## config.mk

```make
export PLATFORM = sky130hd
export DESIGN_NAME = driver_operation_engine
export DESIGN_NICKNAME = d
export VERILOG_FILES = /design/src/rtl/driver_operation_pkg.sv /design/src/rtl/driver_operation_engine_mdio_master.sv /design/src/rtl/driver_operation_engine.sv
export SDC_FILE = /design/constraint.sdc
export NUM_CORES = 1
export LEC_CHECK = 0
export BUFFER_PORTS_ARGS = -buffer_cell sky130_fd_sc_hd__buf_4
export CORE_MARGIN = 3
export CORE_UTILIZATION = 30
export CTS_CLUSTER_SIZE = 25
export DETAILED_ROUTE_END_ITERATION = 16
export PLACE_DENSITY_LB_ADDON = 0.12
export SLEW_MARGIN = 20
export SYNTH_ARGS = -nofsm -noshare
export SYNTH_HDL_FRONTEND = slang
export SYNTH_SLANG_ARGS = --single-unit
```

## constraint.sdc

```tcl
create_clock -name clock -period 9.8 [get_ports clock]
set_input_delay 0 -clock clock [delete_from_list [all_inputs] [get_ports clock]]
set_output_delay 0 -clock clock [all_outputs]
set_load 0.005 [all_outputs]
```

## src/rtl/driver_operation_pkg.sv

```systemverilog
// Shared opcodes, FSM states and MDIO frame constants for the driver operation engine.
package driver_operation_pkg;

    localparam logic [7:0] OP_NOP        = 8'h00;
    localparam logic [7:0] OP_CTRL_WR    = 8'h01;
    localparam logic [7:0] OP_CTRL_RD    = 8'h02;
    localparam logic [7:0] OP_MDIO_WR    = 8'h03;
    localparam logic [7:0] OP_MDIO_RD    = 8'h04;
    localparam logic [7:0] OP_SGMII_STAT = 8'h05;

    typedef enum logic [1:0] {
        IDLE       = 2'd0,
        EXEC       = 2'd1,
        MDIO_SHIFT = 2'd2,
        DONE       = 2'd3
    } state_t;

    // Clause-22 frame fields
    localparam logic [1:0] MDIO_ST    = 2'b01;
    localparam logic [1:0] MDIO_OP_WR = 2'b01;
    localparam logic [1:0] MDIO_OP_RD = 2'b10;
    localparam logic [1:0] MDIO_TA    = 2'b10;

    localparam logic [31:0] ERR_RESULT = 32'hFFFF_FFFF;

    function automatic logic is_mdio_op(input logic [7:0] op);
        return (op == OP_MDIO_WR) || (op == OP_MDIO_RD);
    endfunction

endpackage

```

## src/rtl/driver_operation_engine_mdio_master.sv

```systemverilog
// Clause-22 MDIO master: shifts one frame per start, MSB first, one bit per MDC period.
// mdio_o is updated on the cycle MDC falls; mdio_i is sampled on the cycle MDC rises.
module mdio_master
    import driver_operation_pkg::*;
#(
    parameter int MDC_HALF     = 4,
    parameter int PREAMBLE_LEN = 32
) (
    input  logic        clock,
    input  logic        reset,
    input  logic        start,
    input  logic        is_read,
    input  logic [4:0]  phy,
    input  logic [4:0]  reg_addr,
    input  logic [15:0] wdata,
    input  logic        mdio_i,
    output logic [15:0] rdata,
    output logic        busy,
    output logic        done,
    output logic        mdc,
    output logic        mdio_o,
    output logic        mdio_t
);

    localparam int FRAME_LEN = PREAMBLE_LEN + 32;
    localparam int CNT_W     = $clog2(FRAME_LEN + 1);
    localparam int DIV_W     = (MDC_HALF > 1) ? $clog2(MDC_HALF) : 1;

    localparam logic [CNT_W-1:0] LAST_BIT = CNT_W'(FRAME_LEN - 1);
    localparam logic [CNT_W-1:0] PRE_END  = CNT_W'(PREAMBLE_LEN);
    localparam logic [CNT_W-1:0] TA_BIT   = CNT_W'(PREAMBLE_LEN + 14);
    localparam logic [CNT_W-1:0] DATA_BIT = CNT_W'(PREAMBLE_LEN + 16);
    localparam logic [DIV_W-1:0] DIV_LAST = DIV_W'(MDC_HALF - 1);

    logic [DIV_W-1:0] div_cnt;
    logic [CNT_W-1:0] bit_cnt;
    logic [CNT_W-1:0] next_bit;
    logic [31:0]      payload;
    logic             read_q;
    logic             half_end;

    assign half_end = (div_cnt == DIV_LAST);
    assign next_bit = bit_cnt + CNT_W'(1);

    // Frame sequencer: MDC divider, bit counter, payload shifter and read capture.
    // The preamble is generated from the bit counter; payload holds ST..data (32 bits).
    always_ff @(posedge clock or posedge reset) begin
        if (reset) begin
            div_cnt <= '0;
            bit_cnt <= '0;
            payload <= '0;
            read_q  <= 1'b0;
            rdata   <= '0;
            busy    <= 1'b0;
            done    <= 1'b0;
            mdc     <= 1'b0;
            mdio_o  <= 1'b1;
            mdio_t  <= 1'b1;
        end else begin
            done <= 1'b0;
            if (!busy) begin
                if (start) begin
                    busy    <= 1'b1;
                    div_cnt <= '0;
                    bit_cnt <= '0;
                    mdc     <= 1'b0;
                    read_q  <= is_read;
                    rdata   <= '0;
                    payload <= {MDIO_ST, (is_read ? MDIO_OP_RD : MDIO_OP_WR),
                                phy, reg_addr, MDIO_TA, wdata};
                    mdio_o  <= 1'b1;
                    mdio_t  <= 1'b0;
                end
            end else if (half_end) begin
                div_cnt <= '0;
                mdc     <= ~mdc;
                if (!mdc) begin
                    // MDC rising: capture read data bits
                    if (read_q && (bit_cnt >= DATA_BIT)) begin
                        rdata <= {rdata[14:0], mdio_i};
                    end
                end else if (bit_cnt == LAST_BIT) begin
                    // MDC falling after the last bit: release the line
                    busy   <= 1'b0;
                    done   <= 1'b1;
                    mdio_o <= 1'b1;
                    mdio_t <= 1'b1;
                end else begin
                    // MDC falling: present the next bit
                    bit_cnt <= next_bit;
                    if (next_bit < PRE_END) begin
                        mdio_o <= 1'b1;
                    end else begin
                        mdio_o  <= payload[31];
                        payload <= {payload[30:0], 1'b0};
                    end
                    mdio_t <= read_q && (next_bit >= TA_BIT);
                end
            end else begin
                div_cnt <= div_cnt + DIV_W'(1);
            end
        end
    end

endmodule

```

## src/rtl/driver_operation_engine.sv

```systemverilog
// Command engine: one operation per start (control register, MDIO, SGMII status),
// result returned with a one-cycle done pulse. SGMII status logic is free-running.
module driver_operation_engine
    import driver_operation_pkg::*;
#(
    parameter int MDC_HALF     = 4,
    parameter int PREAMBLE_LEN = 32
) (
    input  logic        clock,
    input  logic        reset,
    input  logic        start_port,
    output logic        done_port,
    output logic [31:0] return_port,
    input  logic [7:0]  operation,
    input  logic [31:0] address,
    input  logic [31:0] value,
    output logic        sgmii_tx_p,
    output logic        sgmii_tx_n,
    input  logic        sgmii_rx_p,
    input  logic        sgmii_rx_n,
    input  logic        sgmii_clk_p,
    input  logic        sgmii_clk_n,
    input  logic        eth_mdio_i,
    output logic        eth_mdio_o,
    output logic        eth_mdio_t,
    output logic        eth_mdc,
    output logic        eth_reset_n
);

    state_t      state;
    state_t      next_state;
    logic [7:0]  op_q;
    logic [9:0]  addr_q;
    logic [31:0] value_q;
    logic [31:0] ctrl;
    logic [31:0] reg_result;
    logic        mdio_start;
    logic        mdio_busy;
    logic        mdio_done;
    logic [15:0] mdio_rdata;
    logic        op_is_read;

    logic        rx_p_meta;
    logic        rx_p_sync;
    logic        rx_p_prev;
    logic        clk_p_meta;
    logic        clk_p_sync;
    logic        rx_valid_meta;
    logic        rx_valid;
    logic [15:0] rx_toggle_cnt;
    logic [31:0] sgmii_stat;

    // Only the PHY/REG fields of the address matter; the N leg of the clock is not used.
    logic        unused_inputs;
    assign unused_inputs = ^{sgmii_clk_n, address[31:10], mdio_busy};

    assign sgmii_tx_p  = 1'b0;
    assign sgmii_tx_n  = 1'b1;
    assign eth_reset_n = ctrl[0];
    assign op_is_read  = (op_q == OP_MDIO_RD);
    assign sgmii_stat  = {rx_toggle_cnt, 13'b0, rx_p_sync, clk_p_sync, rx_valid};

    mdio_master #(
        .MDC_HALF     (MDC_HALF),
        .PREAMBLE_LEN (PREAMBLE_LEN)
    ) u_mdio (
        .clock    (clock),
        .reset    (reset),
        .start    (mdio_start),
        .is_read  (op_is_read),
        .phy      (addr_q[9:5]),
        .reg_addr (addr_q[4:0]),
        .wdata    (value_q[15:0]),
        .mdio_i   (eth_mdio_i),
        .rdata    (mdio_rdata),
        .busy     (mdio_busy),
        .done     (mdio_done),
        .mdc      (eth_mdc),
        .mdio_o   (eth_mdio_o),
        .mdio_t   (eth_mdio_t)
    );

    // FSM state register.
    always_ff @(posedge clock or posedge reset) begin
        if (reset) begin
            state <= IDLE;
        end else begin
            state <= next_state;
        end
    end

    // Next-state decode, done pulse and MDIO frame launch.
    always_comb begin
        next_state = state;
        done_port  = 1'b0;
        mdio_start = 1'b0;
        case (state)
            IDLE: begin
                if (start_port) next_state = EXEC;
            end
            EXEC: begin
                if (is_mdio_op(op_q)) begin
                    mdio_start = 1'b1;
                    next_state = MDIO_SHIFT;
                end else begin
                    next_state = DONE;
                end
            end
            MDIO_SHIFT: begin
                if (mdio_done) next_state = DONE;
            end
            DONE: begin
                done_port  = 1'b1;
                next_state = IDLE;
            end
            default: next_state = IDLE;
        endcase
    end

    // Result of the register/status opcodes, evaluated in EXEC.
    always_comb begin
        reg_result = ERR_RESULT;
        case (op_q)
            OP_NOP:        reg_result = 32'h0;
            OP_CTRL_WR:    reg_result = 32'h0;
            OP_CTRL_RD:    reg_result = ctrl;
            OP_MDIO_WR:    reg_result = 32'h0;
            OP_MDIO_RD:    reg_result = 32'h0;
            OP_SGMII_STAT: reg_result = sgmii_stat;
            default:       reg_result = ERR_RESULT;
        endcase
    end

    // Operand latch, control register and result register.
    always_ff @(posedge clock or posedge reset) begin
        if (reset) begin
            op_q        <= '0;
            addr_q      <= '0;
            value_q     <= '0;
            ctrl        <= '0;
            return_port <= '0;
        end else begin
            if ((state == IDLE) && start_port) begin
                op_q    <= operation;
                addr_q  <= address[9:0];
                value_q <= value;
            end
            if ((state == EXEC) && !is_mdio_op(op_q)) begin
                return_port <= reg_result;
                if (op_q == OP_CTRL_WR) ctrl <= value_q;
            end
            if ((state == MDIO_SHIFT) && mdio_done) begin
                return_port <= op_is_read ? {16'h0, mdio_rdata} : 32'h0;
            end
        end
    end

    // SGMII line status: 2-FF synchronisers and rx_p edge counter, independent of the FSM.
    always_ff @(posedge clock or posedge reset) begin
        if (reset) begin
            rx_p_meta     <= 1'b0;
            rx_p_sync     <= 1'b0;
            rx_p_prev     <= 1'b0;
            clk_p_meta    <= 1'b0;
            clk_p_sync    <= 1'b0;
            rx_valid_meta <= 1'b0;
            rx_valid      <= 1'b0;
            rx_toggle_cnt <= '0;
        end else begin
            rx_p_meta     <= sgmii_rx_p;
            rx_p_sync     <= rx_p_meta;
            rx_p_prev     <= rx_p_sync;
            clk_p_meta    <= sgmii_clk_p;
            clk_p_sync    <= clk_p_meta;
            rx_valid_meta <= sgmii_rx_p ^ sgmii_rx_n;
            rx_valid      <= rx_valid_meta;
            if (rx_p_sync != rx_p_prev) rx_toggle_cnt <= rx_toggle_cnt + 16'd1;
        end
    end

endmodule

```

# --- Word level (Yosys, flattened, before mapping) ---
# Index checks and enable logic that the tools add are counted.
op_classes:
  addsub: 3
  n_reduce_logical: 20
  n_eq_ne: 19
  bitwise: 3
  order_cmp: 3
  mux: 53
ops:
  columns: ["op", "count"]
  rows:
  - ["two-way mux 32 bit", 8]
  - ["two-way mux 16 bit", 6]
  - ["one-hot mux 32 bit (3 select lines)", 1]
  - ["two-way mux 7 bit", 5]
  - ["two-way mux 1 bit", 26]
  - ["adder 16 x 1 -> 16 bit (second input constant)", 1]
  - ["== test 8 x 2 -> 1 bit (second input constant)", 2]
  - ["== test 8 x 3 -> 1 bit (second input constant)", 2]
  - ["greater-or-equal comparator 7 x 6 -> 1 bit (second input constant)", 2]
  - ["inequality test 2 bit (second input constant)", 7]
  - ["two-way mux 2 bit", 6]
  - ["== test 8 x 1 -> 1 bit (second input constant)", 1]
  - ["zero test 8 bit", 1]
  - ["one-hot mux 2 bit (4 select lines)", 1]
  - ["AND reduction 2 bit", 4]
  - ["AND reduction 4 bit", 2]
  - ["adder 7 x 1 -> 7 bit (second input constant)", 1]
  - ["== test 7 x 6 -> 1 bit (second input constant)", 1]
  - ["< comparator 7 x 6 -> 1 bit (second input constant)", 1]
  - ["== test 2 bit (second input constant)", 3]
  - ["logical AND 1 bit", 5]
  - ["AND reduction 5 bit", 1]
  - ["nonzero test 2 bit", 2]
  - ["OR reduction 4 bit", 1]
  - ["other kinds (10)", 11]
totals:
  register_bits: 202
  input_bits: 80

# --- Depth between registers and ports, before layout ---
# Gate-level depths: netlist of the first run.
logic_depth:
  ltp_word: 7
  depth_mapped: 10
  depth_no_buf: 7

# --- Hierarchy ---
# Synthesis of the first run repeated with hierarchy kept, for this count alone.
hier_totals:
  hier_cells: 829
  area_unflattened_um2: 9611.7
modules_own_cells:
  columns: ["mod", "instances", "area_each_um2", "seq_area_each_um2", "cells_per_inst"]
  rows:
  - ["driver_operation_engine", 1, 5933.2, 3478.3, 437]
  - ["mdio_master", 1, 3678.5, 1579.0, 392]

# --- Least setup slack after synthesis of the first run ---
# Ideal clock, no wire load.
synth_timing:
  path_kind: "reg2reg"
  from: "register state[1]"
  to: "register u_mdio.rdata[10]"
  t_required_ps: 9679
  t_arrival_ps: 2184
  path_stages_with_launch: 8
  path_slack_ps: 7495
  synth_period_minus_slack_ps: 2305
  path_cell_list: "dfrtp_1 > inv_1 > ha_1 > or4b_1 > a211oi_4 > nor2_1 > buf_2 > a22o_1"
synth_via:
  elab_chain_len: 4
synth_lines:
  columns: ["item", "line_no", "source"]
  rows:
  - ["start: declaration", "driver_operation_engine.sv:30", "state_t state;"]
  - ["start signal: assignment", "driver_operation_engine.sv:88", "state <= next_state;"]
  - ["== test 2 x 1 -> 1 bit", "driver_operation_engine.sv:97", "case (state)"]
  - ["two-way mux 1 bit", "driver_operation_engine.sv:97", null]
  - ["nonzero test 2 bit (no line)", null, null]
  - ["AND reduction 4 bit (no line)", null, null]
  - ["end signal: assignment", "driver_operation_engine_mdio_master.sv:80", "rdata <= {rdata[14:0], mdio_i};"]
  - ["end: declaration", "driver_operation_engine_mdio_master.sv:17", "output logic [15:0] rdata,"]
# No other way between the ends.
# A chain may end at the register's enable or synchronous reset.

# --- Final worst setup path of the first run ---
layout_timing:
  from: "register op_q[0]"
  to: "register ctrl[25]"
layout_via:
  elab_chain_len: 5
  elab_cells_between_ends: 7
layout_lines:
  columns: ["item", "line_no", "source"]
  rows:
  - ["start: declaration", "driver_operation_engine.sv:32", "logic [7:0] op_q;"]
  - ["start signal: assignment", "driver_operation_engine.sv:144", "op_q <= operation;"]
  - ["== test 8 x 2 -> 1 bit / == test 8 x 3 -> 1 bit (equally long branches)", "driver_operation_pkg.sv:27", "return (op == OP_MDIO_WR) || (op == OP_MDIO_RD);"]
  - ["logical OR 1 bit", "driver_operation_pkg.sv:27", null]
  - ["zero test 1 bit", "driver_operation_engine.sv:148", "if ((state == EXEC) && !is_mdio_op(op_q)) begin"]
  - ["logical AND 1 bit", "driver_operation_engine.sv:148", null]
  - ["AND reduction 2 bit (no line) (*)", null, null]
  - ["end signal: assignment", "driver_operation_engine.sv:150", "if (op_q == OP_CTRL_WR) ctrl <= value_q;"]
  - ["end: declaration", "driver_operation_engine.sv:35", "logic [31:0] ctrl;"]
# Every way passes the cells marked *; elsewhere a longest branch is shown, timed or not.

==> results.md, run 1 <==
- Top routing layer in use: met4
- Maximum achievable frequency: 0.332 GHz
- Final standard cell area without fillers: 11,500 um^2
- CP Data Arrival Time: 3.40 ns
- Worst Hold Launch: sgmii_rx_p
- Row count: 63
- Weighted congestion at the end of routability-driven global placement: 0.755
- Initial DRC count: 373
- Arithmetic-cell share of the synthesized area counting full adders, half adders and majority gates: 0.0149
- Placeable core region: 29,800 um^2
- Die Outline Area: 32,500 um^2
- Final hold slack: 0.173 ns
- Compound-Gate Fraction of Synth Area: 0.166
- CTS HTree Levels: 1
- Detailed placement HPWL: 14,800 um
- Mapped Avg Cell Area: 12.0 um^2
- Mean number of vias per cell: 4.90
- Placed cell count: 1,192
- Netlist cell types: 58
- Number of nets in the final layout: 975
- Slew Limit Headroom: 0.285
- Remaining global-route overflow: 0
- Endpoint class of the critical path: flop
- Post-synth EDFFs: 0
- Antenna diode count: 0
- Maximum resistive drop on vdd: 0.139 mV
- Initial core utilization: 0.305
- Post-synth design cell area: 9100 um^2
- DRC violations left: 0
- Post-synthesis share of cell area spent on and, or, nand and nor gates: 0.0871
- Clock latency on the worst-skew pair: 0.52 ns
- Multiplexer fraction of the synthesized cell area: 0.116
- Maximum fanout along the worst path: 32
- Power density over cell area: 279 nW/um^2
- Unrepaired setup endpoints after global routing: false
- DIE WIDTH: 180 um
- Asr flop ratio synth: 1.00
- Number of synthesis warnings: 0
- Count of endpoints failing setup in the final report: 0
- Global-route total usage across every layer: 0.140
- Vias after detailed routing: 6,339
- Flop and latch count out of synthesis: 202
- Number of standard cells in the final layout excluding fillers: 1,293
- Worst reg2reg path startpoint: op_q[0]
- Crit Path Class: flop to flop
- Sequential fraction of the synthesis area: 0.556
- Post-synthesis cell count: 760
- Main combinational cell family by area after synthesis: compound AO/OA/AOI/OAI gates
- Root Driver: clkbuf_16
- Port buffer count: 93
- ANT nets after route: 0
- Data required time of the worst path: 10.19 ns
- Pin slew with the least headroom to its limit: 1.07 ns
- Synth Area in XOR/XNOR: 0.0202
- Pin count of the biggest net entering global routing: 127
- Area occupied by registers: 5060 um^2
- Critical path launch point: op_q[0]
- Share of the clock period used by the worst path: 0.307
- CTS resizes: 0
- Total length of routed met2 wires: 9980 um
- Cell Area, Placed: 10,000 um^2
- Number of filler instances in the final layout: 2,946
- Maximum root-to-sink buffer count: 3
- Layout overhead on the synthesized area: 26.0%
- Reported leakage power: 5.29 nW
- Area of combinational cells with multiple inputs: 3710 um^2
- Post-Route Skew: 0.0216 ns
- Postcts setup bufs: 0
- Prevailing post-synth register cell: dfrtp_1
- Final sum of negative setup slack: 0 ns
- Number of antenna violations at the first check in global routing: 0
- Result of the run: finished clean
- Number of endpoints with negative hold slack in the final report: 0
- Vias in the first global route: 6,419
- Path class of the lowest-slack min-delay path: input port to flop
- Metal3 WL: 947 um
- Slew Viols, Final: 0
- Sort of element at the start of the critical path: flop
- Clock-pin slew of the registers on the worst-case setup and hold paths: 0.06 ns
- WL met1: 11,500 um
- Wire length of the first global-routing pass: 37,300 um
- Average wire length per cell after detail routing: 17.6 um
- Chip Height: 180 um
- Boundary pin count: 119
- CTS Sinks: 202
- Maximum Capacitance Violations: 0
- TritonCTS clock tree: yes
- Fraction of layout cells with a size suffix above 1: 0.269
- Count of TritonRoute iterations in the first routing pass: 4
- Final standard cell utilization of the core: 0.385
- Inserted Clock Buffers: 25
- Net count after synthesis: 850
- Time the final worst path needs with I/O delays and setup: 3.01 ns
- Routed Wire Length: 22,800 um
[placed cells by master, fill, tap and decap left out, drive strengths merged, types with 2 or more instances in the layout]
| cell type | instances |
|---|---|
| a211oi | 18 |
| a21o | 32 |
| a21oi | 17 |
| a221o | 4 |
| a221oi | 19 |
| a22o | 20 |
| a22oi | 32 |
| a31oi | 3 |
| and2 | 3 |
| and3 | 4 |
| buf | 100 |
| bufinv | 2 |
| clkbuf | 38 |
| clkinv | 4 |
| conb | 2 |
| dfrtp | 200 |
| dfstp | 2 |
| dlygate4sd3 | 56 |
| ha | 10 |
| inv | 14 |
| mux2 | 84 |
| nand2 | 75 |
| nand2b | 3 |
| nand3 | 6 |
| nand4 | 9 |
| nor2 | 37 |
| nor2b | 14 |
| nor3 | 5 |
| o211ai | 2 |
| o21a | 3 |
| o21ai | 20 |
| o221ai | 2 |
| o22a | 3 |
| o22ai | 15 |
| o31ai | 6 |
| or2 | 4 |
| xnor2 | 14 |
| xor2 | 7 |
[through the flow]
| stage | total power, mW | setup WS [ns] |
|---|---|---|
| after floorplan | 1.95 | 4.29 |
| after global placement | 2.28 | 6.77 |
| after detailed placement | 2.29 | 6.77 |
| after CTS | 3.25 | 6.74 |
| after global routing | 3.42 | 6.54 |
| final | 3.20 | 6.79 |
[sequential cells by signal (all words and copies together) (netlist names), 8 cells and up]
| signal | count |
|---|---|
| ctrl | 32 |
| u_mdio.rdata | 16 |
| op_q | 8 |
| value_q | 32 |
| rx_toggle_cnt | 16 |
| addr_q | 10 |
| u_mdio.payload | 32 |
| return_port | 32 |
[worst max-delay path, stage by stage, from the launching register on]
cell	delay [ns]
dfrtp_1	0.69
inv_1	0.42
or4_2	1.28
mux2_4	0.47
[final timing paths]
check / to / slack [ns] / cells after the start
worst max-delay path: ctrl[25] / 6.79 / 3
worst min-delay path: rx_p_meta / 0.17 / 2
worst max register to register: ctrl[25] / 6.79 / 3
worst min register to register: rx_p_sync / 0.35 / 0
max in group asynchronous: return_port[23] / 8.39 / 4
min in group asynchronous: return_port[6] / 0.19 / 3
[synthesized netlist by cell type, types with 6 or more instances]
| master | number | area share |
|---|---|---|
| mux2_4 | 30 | 0.050 |
| xnor2_1 | 14 | 0.013 |
| a21o_1 | 32 | 0.026 |
| xor2_1 | 7 | 0.0067 |
| a221oi_1 | 19 | 0.018 |
| mux2_2 | 54 | 0.067 |
| nand3_1 | 6 | 0.0033 |
| dfrtp_1 | 200 | 0.55 |
| o22ai_1 | 15 | 0.010 |
| buf_2 | 11 | 0.0061 |
| inv_1 | 13 | 0.0054 |
| a22oi_1 | 32 | 0.026 |
| ha_1 | 10 | 0.014 |
| nor2_1 | 35 | 0.014 |
| a21oi_1 | 17 | 0.0094 |
| a211oi_1 | 16 | 0.013 |
| o21ai_0 | 19 | 0.010 |
| a22o_1 | 20 | 0.019 |
| nor2b_1 | 14 | 0.0096 |
| clkbuf_1 | 30 | 0.012 |
| nand4_1 | 9 | 0.0062 |
| buf_1 | 9 | 0.0037 |
| o31ai_1 | 6 | 0.0050 |
| nand2_1 | 75 | 0.031 |
[layout make-up]
type,instances,area share
Inverter,13,0.00491
Sequential cell,202,0.441
Tap cell,390,0.0426
Clock inverter,7,0.00775
Timing Repair Buffer,156,0.115
Clock buffer,38,0.0650
Multi-Input combinational cell,487,0.324
[what timing repair did]
action / 4_1_cts / 5_1_grt
hold buffers: 56 / 0
endpoints found under the setup margin: 0 / 0
hold endpoints to repair: 179 / 0
[power by group]
group / switching [mW] / internal (mW) / leakage (nW)
Clock: 0.354 / 0.573 / 0.414
Sequential: 0.239 / 1.13 / 2.53
Combinational: 0.426 / 0.481 / 2.34
[routing by layer]
metal	GRT usage	vias to the layer above
met5	0	-
met4	0.0325	0
met3	0.0216	29
met2	0.209	121
met1	0.215	3185
li1	-	3004
[logic make-up (layout without fill, tap and decap cells)]
family | Yosys count | count (layout)
muxes | 84 | 84
buffers and inverters | 71 | 214
DFF | 202 | 202
xor gates and xnor gates | 21 | 21
other | 2 | 2
AOI/OAI and AO/OA | 202 | 202
and+or+nand+nor | 167 | 167
adders and majority gates | 11 | 11
(Power assumes the default switching activity.)
==> inputs of run 2 (changes only) <==
- clock period: 9.8 -> 2.69 ns (I/O delays scaled with it)
==> run 2 against run 1 <==
  * Wire length decreased by 0.18%
  * Critical path type unchanged
  * Clock power increased to 3.7 times the previous value
  * First-iteration DRC count decreased by 14%
  * Largest cell class unchanged
==> results.md, run 2 (synthesized netlist as in run 1, its figures left out) <==
- Root Driver: clkbuf_16
- Result of the run: finished clean
- Sort of element at the start of the critical path: flop
- Maximum Capacitance Violations: 0 (unchanged)
- Slew Limit Headroom: 0.482 (+0.198)
- Pin count of the biggest net entering global routing: 76 (-40%)
- Final hold slack: 0.0958 ns (-0.0768 ns)
- Postcts setup bufs: 0 (unchanged)
- Antenna diode count: 0 (unchanged)
- Placed cell count: 1,214 (+1.8%)
- Inserted Clock Buffers: 25 (unchanged)
- Worst reg2reg path startpoint: state[1]
- Most frequent cells in the layout: dfrtp_1 (200), buf_4 (120), nand2_1 (74), dlygate4sd3_1 (56), mux2_2 (54)
- Placeable core region: 29,800 um^2 (unchanged)
- Layout overhead on the synthesized area: 28.1%
- Maximum resistive drop on vdd: 0.495 mV (+250%)
- Final sum of negative setup slack: 0 ns (unchanged)
- Slew Viols, Final: 0 (unchanged)
- Routed Wire Length: 22,700 um (-0.18%)
- CTS HTree Levels: 1 (unchanged)
- Power density over cell area: 1010 nW/um^2 (+260%)
- Mean number of vias per cell: 4.79 (-2.3%)
- Die Outline Area: 32,500 um^2 (unchanged)
- Time the final worst path needs with I/O delays and setup: 2.41 ns (-0.599 ns)
- Number of antenna violations at the first check in global routing: 0 (unchanged)
- Count of endpoints failing setup in the final report: 0 (unchanged)
- Detailed placement HPWL: 15,300 um (+3.5%)
- Crit Path Class: flop to flop
- Chip Height: 180 um (unchanged)
- Clock latency on the worst-skew pair: 0.51 ns (about the same)
- Most common cell after layout, fill and taps aside: dfrtp_1
- Data required time of the worst path: 3.07 ns (-7.12 ns)
- Maximum achievable frequency: 0.415 GHz (+25%)
- DRC violations left: 0 (unchanged)
- Number of standard cells in the final layout excluding fillers: 1,314 (+1.6%)
- Endpoint class of the critical path: flop
- Wire length of the first global-routing pass: 36,900 um (-0.94%)
- CTS resizes: 0 (unchanged)
- Maximum root-to-sink buffer count: 3 (unchanged)
- Hold buffer count at cts: 56 (unchanged)
- CTS Sinks: 202 (unchanged)
- Row count: 63 (unchanged)
- Global-route total usage across every layer: 0.138 (-0.00215)
- Number of endpoints with negative hold slack in the final report: 0 (unchanged)
- Cell Area, Placed: 10,200 um^2 (+1.9%)
- Critical path launch point: state[1]
- Final standard cell area without fillers: 11,700 um^2 (+1.7%)
- Number of nets in the final layout: 997 (+2.3%)
- TritonCTS clock tree: yes
- Count of TritonRoute iterations in the first routing pass: 5 (+1)
- CP Data Arrival Time: 2.80 ns (-0.60 ns)
- Reported leakage power: 5.40 nW (+2.2%)
- DIE WIDTH: 180 um (unchanged)
- Share of the clock period used by the worst path: 0.897 (+0.589)
- Pin slew with the least headroom to its limit: 0.777 ns (-0.297 ns)
- Initial DRC count: 319 (-14%)
- Vias in the first global route: 6,347 (-1.1%)
- Initial core utilization: 0.305 (unchanged)
- Unrepaired setup endpoints after global routing: false
- Fraction of layout cells with a size suffix above 1: 0.286 (+0.0166)
- Average wire length per cell after detail routing: 17.3 um (-1.8%)
- Path class of the lowest-slack min-delay path: input port to async pin
- Post-Route Skew: 0.0147 ns (-0.00691 ns)
- Maximum fanout along the worst path: 15 (-53%)
- R2R setup slack: 0.28 ns (-6.51 ns)
- ANT nets after route: 0 (unchanged)
- Boundary pin count: 119 (unchanged)
- Port buffer count: 93 (unchanged)
- Remaining global-route overflow: 0 (unchanged)
- Weighted congestion at the end of routability-driven global placement: 0.777 (+2.9%)
- Vias after detailed routing: 6,292 (-0.74%)
- Clock-pin slew of the registers on the worst-case setup and hold paths: 0.06 ns (about the same)
- Final standard cell utilization of the core: 0.391 (+0.00659)
run 2: cell types whose count changed in the layout (fill, tap and decap cells not counted), sizes merged:
cell | previous run | this run
clkbuf | 38 | 39
buf | 100 | 122
bufinv | 2 | 3
clkinv | 4 | 2
inv | 14 | 12
clkinvlp | 0 | 1
run 2: per-stage QoR:
stage	power, mW	worst slack (ns)
final	11.8	0.278
after global routing	12.6	0.0952
after CTS	12.0	0.214
after detailed placement	8.39	0.235
after global placement	8.37	0.287
after floorplan	7.10	0.0753
run 2: metal layers:
metal  routed length [um]  track usage  up-vias
met5                    0            0        -
met3                  917       0.0230       31
met2                 9840        0.206      132
met4                  531       0.0350        0
li1                     -            -     3053
met1                11400        0.209     3076
run 2: layout make-up:
cell class,count,area (um^2)
clock inverters,5,100
well taps,390,488
flip-flops and latches,202,5060
fillers,2894,18100
multi-input cells,487,3700
clock buffers,39,758
inverters,13,52.6
repair buffers,178,1500
run 2: report_power, final:
group,internal (mW),switching (mW)
clock,2.20,1.24
combinational,1.83,1.61
sequential,4.11,0.820
run 2: critical path: stages (launching register included):
cell and delay, ns:
dfrtp_1 0.42, inv_1 0.12, ha_1 0.18, or4b_1 0.51
a211oi_4 0.42, o221ai_2 0.17, buf_4 0.21, a22o_1 0.24
run 2: worst paths after layout:
path | endpoint | depth (start not counted)
setup / recovery | u_mdio.payload[31] | 7
hold / removal | return_port[7] | 3
setup reg to reg | u_mdio.payload[31] | 7
hold reg to reg | clk_p_sync | 0
max in group asynchronous | u_mdio.mdio_t | 4
min in group clock | rx_p_meta | 2
